**src/rtl/algo_1r2m_pkg.sv**
```systemverilog
// Shared definitions for the 1R2M algorithmic memory and its front-end schedulers.
package algo_1r2m_pkg;
  localparam int NUMWRPT     = 2;
  localparam int DEF_WIDTH   = 32;
  localparam int DEF_BITADDR = 13;

  typedef enum logic {INIT, RUN} state_t;

  typedef logic [DEF_BITADDR-1:0] adr_t;
  typedef logic [DEF_WIDTH-1:0]   din_t;
endpackage

```
**src/rtl/algo_1r2m_wr_sched_if.sv**
```systemverilog
// Requester and memory write-port bundle for algo_1r2m_wr_sched.
// master = scheduler side, slave = requesters plus memory.
interface algo_1r2m_wr_sched_if #(
  parameter int NUMREQ  = 4,
  parameter int WIDTH   = 32,
  parameter int BITADDR = 13
);
  import algo_1r2m_pkg::*;

  logic                         ready;
  logic [NUMWRPT-1:0]           ma_bp;
  logic [NUMREQ-1:0]            req;
  logic [NUMREQ*BITADDR-1:0]    req_adr;
  logic [NUMREQ*WIDTH-1:0]      req_din;
  logic [NUMREQ-1:0]            gnt;
  logic [NUMWRPT-1:0]           ma_write;
  logic [NUMWRPT*BITADDR-1:0]   ma_adr;
  logic [NUMWRPT*WIDTH-1:0]     ma_din;

  modport master (
    input  ready, ma_bp, req, req_adr, req_din,
    output gnt, ma_write, ma_adr, ma_din
  );

  modport slave (
    output ready, ma_bp, req, req_adr, req_din,
    input  gnt, ma_write, ma_adr, ma_din
  );
endinterface

```
**src/rtl/algo_rr_pick2.sv**
```systemverilog
// Rotating two-winner picker: first two set bits of req searching from ptr upward, wrapping.
// Pure combinational; shared by the multi-port schedulers.
module algo_rr_pick2 #(
  parameter int NUMREQ = 4,
  parameter int BITREQ = 2
) (
  input  logic [NUMREQ-1:0] req,
  input  logic [BITREQ-1:0] ptr,
  output logic [BITREQ-1:0] idx0,
  output logic              vld0,
  output logic [BITREQ-1:0] idx1,
  output logic              vld1
);
  always_comb begin
    idx0 = '0;
    vld0 = 1'b0;
    idx1 = '0;
    vld1 = 1'b0;
    for (int k = 0; k < NUMREQ; k++) begin
      if (req[(int'(ptr) + k) % NUMREQ]) begin
        if (!vld0) begin
          vld0 = 1'b1;
          idx0 = BITREQ'((int'(ptr) + k) % NUMREQ);
        end else if (!vld1) begin
          vld1 = 1'b1;
          idx1 = BITREQ'((int'(ptr) + k) % NUMREQ);
        end
      end
    end
  end
endmodule

```
**src/rtl/algo_1r2m_wr_sched.sv**
```systemverilog
// Write-request scheduler: up to two requesters per cycle onto the 1R2M write ports via a
// registered stage. Round-robin when ALGO_1R2M_WRSCHED_RR_EN is defined, else fixed priority.
module algo_1r2m_wr_sched
  import algo_1r2m_pkg::*;
#(
  parameter int NUMREQ  = 4,
  parameter int BITREQ  = 2,
  parameter int WIDTH   = 32,
  parameter int BITADDR = 13
) (
  input  logic                  clk,
  input  logic                  rst,
  algo_1r2m_wr_sched_if.master  bus
);
  state_t                     state, state_nxt;
  logic [BITREQ-1:0]          rr_ptr;
  logic [BITREQ-1:0]          idx0, idx1;
  logic                       vld0, vld1, pair_ok, go;
  logic [BITADDR-1:0]         adr0, adr1;
  logic [WIDTH-1:0]           din0, din1;
  logic [NUMREQ-1:0]          gnt;
  logic [NUMWRPT-1:0]         ma_write;
  logic [NUMWRPT*BITADDR-1:0] ma_adr;
  logic [NUMWRPT*WIDTH-1:0]   ma_din;

  algo_rr_pick2 #(.NUMREQ(NUMREQ), .BITREQ(BITREQ)) u_pick (
    .req  (bus.req),
    .ptr  (rr_ptr),
    .idx0 (idx0),
    .vld0 (vld0),
    .idx1 (idx1),
    .vld1 (vld1)
  );

  assign adr0 = bus.req_adr[int'(idx0)*BITADDR +: BITADDR];
  assign adr1 = bus.req_adr[int'(idx1)*BITADDR +: BITADDR];
  assign din0 = bus.req_din[int'(idx0)*WIDTH +: WIDTH];
  assign din1 = bus.req_din[int'(idx1)*WIDTH +: WIDTH];

  // A same-address second pick leaves port 1 idle rather than searching further.
  assign pair_ok = vld1 & (adr1 != adr0);

  always_comb begin
    state_nxt = state;
    go        = 1'b0;
    gnt       = '0;
    case (state)
      INIT: if (bus.ready) state_nxt = RUN;
      RUN: begin
        if (!bus.ready) state_nxt = INIT;
        go = bus.ready & ~(bus.ma_bp[0] & |ma_write);
      end
      default: state_nxt = INIT;
    endcase
    if (go && vld0)    gnt[idx0] = 1'b1;
    if (go && pair_ok) gnt[idx1] = 1'b1;
  end

  always_ff @(posedge clk or posedge rst) begin
    if (rst) begin
      state    <= INIT;
      ma_write <= '0;
      ma_adr   <= '0;
      ma_din   <= '0;
    end else begin
      state <= state_nxt;
      if (go) begin
        ma_write <= {pair_ok, vld0};
        if (vld0) begin
          ma_adr[0 +: BITADDR] <= adr0;
          ma_din[0 +: WIDTH]   <= din0;
        end
        if (pair_ok) begin
          ma_adr[BITADDR +: BITADDR] <= adr1;
          ma_din[WIDTH +: WIDTH]     <= din1;
        end
      end
    end
  end

`ifdef ALGO_1R2M_WRSCHED_RR_EN
  always_ff @(posedge clk or posedge rst) begin
    if (rst)
      rr_ptr <= '0;
    else if (go && vld0)
      rr_ptr <= BITREQ'((int'(pair_ok ? idx1 : idx0) + 1) % NUMREQ);
  end
`else
  assign rr_ptr = '0;
`endif

  assign bus.gnt      = gnt;
  assign bus.ma_write = ma_write;
  assign bus.ma_adr   = ma_adr;
  assign bus.ma_din   = ma_din;
endmodule

```
**src/flat_wrapper.sv**
```systemverilog
// flat-port wrapper written by rule: the top's interface ports become plain ports
module algo_1r2m_wr_sched_flat import algo_1r2m_pkg::*;
#(
  parameter int NUMREQ  = 4,
  parameter int BITREQ  = 2,
  parameter int WIDTH   = 32,
  parameter int BITADDR = 13
)
  (clk, rst, bus_ready, bus_ma_bp, bus_req, bus_req_adr, bus_req_din, bus_gnt, bus_ma_write, bus_ma_adr, bus_ma_din);
  algo_1r2m_wr_sched_if #(.NUMREQ(NUMREQ), .WIDTH(WIDTH), .BITADDR(BITADDR)) bus_i ();
  input  logic clk;
  input  logic rst;
  input wire logic [$bits(bus_i.ready)-1:0] bus_ready;
  input wire logic [$bits(bus_i.ma_bp)-1:0] bus_ma_bp;
  input wire logic [$bits(bus_i.req)-1:0] bus_req;
  input wire logic [$bits(bus_i.req_adr)-1:0] bus_req_adr;
  input wire logic [$bits(bus_i.req_din)-1:0] bus_req_din;
  output wire logic [$bits(bus_i.gnt)-1:0] bus_gnt;
  output wire logic [$bits(bus_i.ma_write)-1:0] bus_ma_write;
  output wire logic [$bits(bus_i.ma_adr)-1:0] bus_ma_adr;
  output wire logic [$bits(bus_i.ma_din)-1:0] bus_ma_din;
  assign bus_i.ready = bus_ready;
  assign bus_i.ma_bp = bus_ma_bp;
  assign bus_i.req = bus_req;
  assign bus_i.req_adr = bus_req_adr;
  assign bus_i.req_din = bus_req_din;
  assign bus_gnt = bus_i.gnt;
  assign bus_ma_write = bus_i.ma_write;
  assign bus_ma_adr = bus_i.ma_adr;
  assign bus_ma_din = bus_i.ma_din;
  algo_1r2m_wr_sched #(.NUMREQ(NUMREQ), .BITREQ(BITREQ), .WIDTH(WIDTH), .BITADDR(BITADDR)) u_core (.clk(clk), .rst(rst), .bus(bus_i));
endmodule
```
**config.mk**
```make
export PLATFORM = sky130hd
export DESIGN_NAME = algo_1r2m_wr_sched_flat
export DESIGN_NICKNAME = d
export VERILOG_FILES = /design/src/rtl/algo_1r2m_pkg.sv /design/src/rtl/algo_1r2m_wr_sched_if.sv /design/src/rtl/algo_rr_pick2.sv /design/src/rtl/algo_1r2m_wr_sched.sv /design/src/flat_wrapper.sv
export SDC_FILE = /design/constraint.sdc
export NUM_CORES = 1
export LEC_CHECK = 0
export BUFFER_PORTS_ARGS = -buffer_cell sky130_fd_sc_hd__buf_2
export CAP_MARGIN = 30
export CORE_MARGIN = 3
export CORE_UTILIZATION = 43
export DETAILED_ROUTE_END_ITERATION = 6
export PLACE_DENSITY = 0.85
export SYNTH_ARGS = -nofsm -noshare
export SYNTH_HDL_FRONTEND = slang
export SYNTH_SLANG_ARGS = --single-unit
```
**constraint.sdc**
```tcl
create_clock -name clk -period 3.3 [get_ports clk]
set_input_delay 0.33 -clock clk [delete_from_list [all_inputs] [get_ports clk]]
set_output_delay 0.33 -clock clk [all_outputs]
set_load 0.05 [all_outputs]
```
==> impl_metrics.json <==
{
  "fin_util_pct": 63.23,
  "fmax_ghz": 0.2966,
  "synth_area_sq_mm": 0.006193,
  "drv_slew": 0,
  "overflow": 0,
  "place_inst": 983,
  "cts_max_path_buffers": 2,
  "reg2reg_slack_ns": 0.95,
  "status": "finished with violations",
  "cts_made_buffers": 9,
  "final_layout_size_suffix_gt1_share_pct": 64.50,
  "async_flop_share_pct": 100.0,
  "start_util_pct": 44.28,
  "rows": 43,
  "fin_crit_sh_pct": 102.2,
  "htreeDepth": 3,
  "crit_arrival_ns": 3.04,
  "insertion_delay_ns": 0.34,
  "avgSynthCellArea_sq_um": 12.29,
  "clk_pin_slew_ns": 0.07,
  "yosysWarnings": 0,
  "fp.dieH_um": 126.0,
  "port_buffers": 283,
  "nets": 1020,
  "finClkSkew_ns": 0.004955,
  "tightest_slew_ns": 0.5493,
  "rsz0062_at_grt": "yes",
  "antenna_found_initial": 0,
  "synth_seq_cells": 93,
  "first_iter_violations": 498,
  "vdd_drop_max_mv": 0.4593,
  "grt_pass1_wl_um": 33910,
  "maxSlewHeadroom_pct": 63.26,
  "die_w_um": 126.0,
  "final_common_cell": "buf_2",
  "ys_types": 45,
  "antenna_cells": 0,
  "hold_class": "input port to asynchronous set/reset pin",
  "cap_violations": 0,
  "gp_congestion": 0.9588,
  "criticalPathCategory": "input port to output pin",
  "drc": 4,
  "endpoint_kind": "output pin",
  "wl_per_cell_um": 21.84,
  "die_area_sq_mm": 0.01588,
  "ys_seq_area_share_pct": 37.58,
  "power.density_mw_per_mm2": 683.0,
  "wl_um": 22080,
  "netlist_instances": 504,
  "synth_ff_type": "dfrtp_1",
  "cp_data_required_time_ns": 2.97,
  "vias": 6138,
  "synth_nets": 697,
  "area.sequential_sq_mm": 0.002327,
  "fin_ws_ns": -0.07131,
  "layout.cells.non_filler": 1011,
  "floorplan.io_pins": 285,
  "critPathLaunchType": "input port",
  "dpl.hpwl_um": 15780,
  "fin_setup_tns_ns": -0.2541,
  "cts.sinks": 93,
  "track_usage_pct": 26.97,
  "syn_to_final_growth_pct": 42.81,
  "multi_input_area_sq_mm": 0.003849,
  "finalHoldViolCount": 0,
  "grt_max_degree": 43,
  "grt_pass1_vias": 6334,
  "min_period_ns": 3.371,
  "cts_root_buffer": "clkbuf_16",
  "crit_fanout": 6,
  "power_leakage_nw": 4.226,
  "core_area_sq_mm": 0.01399,
  "via_per_inst": 6.071,
  "nFillCells": 1092,
  "violations": "design-rule violations, negative setup slack",
  "synth_edf_count": 0,
  "final_cell_mix": "278 x buf_2, 93 x dfrtp_1, 68 x nand2_1",
  "cts_tree": "yes",
  "firstDrtPassIters": 7,
  "setup_violations": 4,
  "ant_nets": 0
}
==> where the power goes <==
group | switching, mW | total, mW | leakage (nW) | internal (mW)
registers | 0.238 | 1.78 | 1.10 | 1.54
clock network | 0.432 | 0.981 | 0.135 | 0.548
logic | 2.20 | 3.28 | 2.99 | 1.09
==> worst max-delay path, cell delays in order <==
cell	delay (ns)
buf_8	0.11
inv_8	0.06
ha_4	0.15
nand2_4	0.07
mux2_4	0.36
buf_6	0.14
mux4_2	0.46
or3_4	0.35
nand4_1	0.14
nor4_4	0.08
a311oi_4	0.36
buf_12	0.17
a22o_4	0.13
buf_8	0.14
==> state kept, by name, summed over array words and instances, names as in the netlist <==
register             flops
u_core.bus.ma_adr       26
u_core.bus.ma_din       64
u_core.bus.ma_write      2
u_core.state             1
==> final timing paths <==
path	from	end	cells past startpoint
worst min-delay path	rst	u_core.bus.ma_din[9]	2
max in group asynchronous	rst	u_core.bus.ma_adr[19]	3
min in group clk	bus_ready	u_core.state	1
worst max-delay path	bus_req[0]	bus_gnt[1]	14
worst max register to register	u_core.bus.ma_write[0]	u_core.bus.ma_din[47]	7
worst min register to register	u_core.bus.ma_adr[15]	u_core.bus.ma_adr[15]	1
==> cells in the mapped netlist (all sizes together), types with 2 or more instances <==
| cell | count | share of area [%] |
|---|---|---|
| inv | 10 | 0.61 |
| o221ai | 11 | 1.6 |
| nor3 | 3 | 0.24 |
| or3 | 16 | 1.6 |
| nand4 | 4 | 0.40 |
| o21ai | 12 | 0.97 |
| clkbuf | 29 | 1.8 |
| a21o | 4 | 0.48 |
| mux4 | 45 | 17 |
| nand2 | 69 | 4.3 |
| a22o | 3 | 0.42 |
| nor2 | 15 | 0.91 |
| buf | 15 | 1.8 |
| nor4 | 2 | 0.30 |
| xor2 | 3 | 0.42 |
| nor2b | 2 | 0.20 |
| a222oi | 32 | 5.2 |
| mux2 | 90 | 19 |
| nand2b | 12 | 1.2 |
| ha | 4 | 0.81 |
| a211oi | 3 | 0.36 |
| nand3 | 2 | 0.16 |
| xnor2 | 2 | 0.28 |
| dfrtp | 93 | 38 |
| a221oi | 2 | 0.28 |
| o22ai | 9 | 0.91 |
==> final cells by class <==
type | instances | share of cell area [%]
clock inverter | 3 | 0.2405
timing repair buffer | 355 | 23.92
inverter | 10 | 0.5659
multi-input combinational | 358 | 43.51
sequential | 93 | 26.31
clock buffer | 12 | 2.900
tap | 180 | 2.546
==> cell families (layout without fill, tap and decap cells) <==
kind of cell             after synthesis  after routing  share of synthesized area [%]
buffers and inverters                 54            380                          4.162
flip-flops                            93             93                          37.58
AND/OR/NAND/NOR                      129            129                          9.798
XOR/XNOR                               5              5                         0.7072
adder cells (fa/ha/maj)                4              4                         0.8081
AO/OA/AOI/OAI                         83             83                          11.39
multiplexers                         136            137                          35.56
==> metrics by stage <==
stage / total power, mW / instance area [sq um] / hold slack (ns) / setup WS [ns]
final: 6.041 / 8845 / 0.02772 / -0.07131
after global routing: 6.291 / 8845 / 0.05402 / -0.1327
after CTS: 6.032 / 8677 / 0.03188 / 0.006235
after detailed placement: 4.981 / 8189 / 0.4083 / -0.3821
after global placement: 4.907 / 8169 / 0.4593 / -0.3371
after floorplan: 4.075 / 6230 / 0.3614 / 0.002390
==> per-layer routing <==
metal,routed length (um),vias up,GRT usage [%]
met1,7662,2960,31.19
li1,-,2634,-
met5,0,-,0
met3,2164,96,5.980
met2,11280,448,47.42
met4,977,0,12.81
==> repair_timing <==
action / CTS / global route
pin swaps: 11 / 8
endpoints found under the setup margin: 4 / 41
hold buffers: 0 / 0
gates resized for setup: 36 / 22
gates cloned: 1 / 3
setup buffers: 7 / 2
No activity file was read; power rests on OpenSTA's default activity.
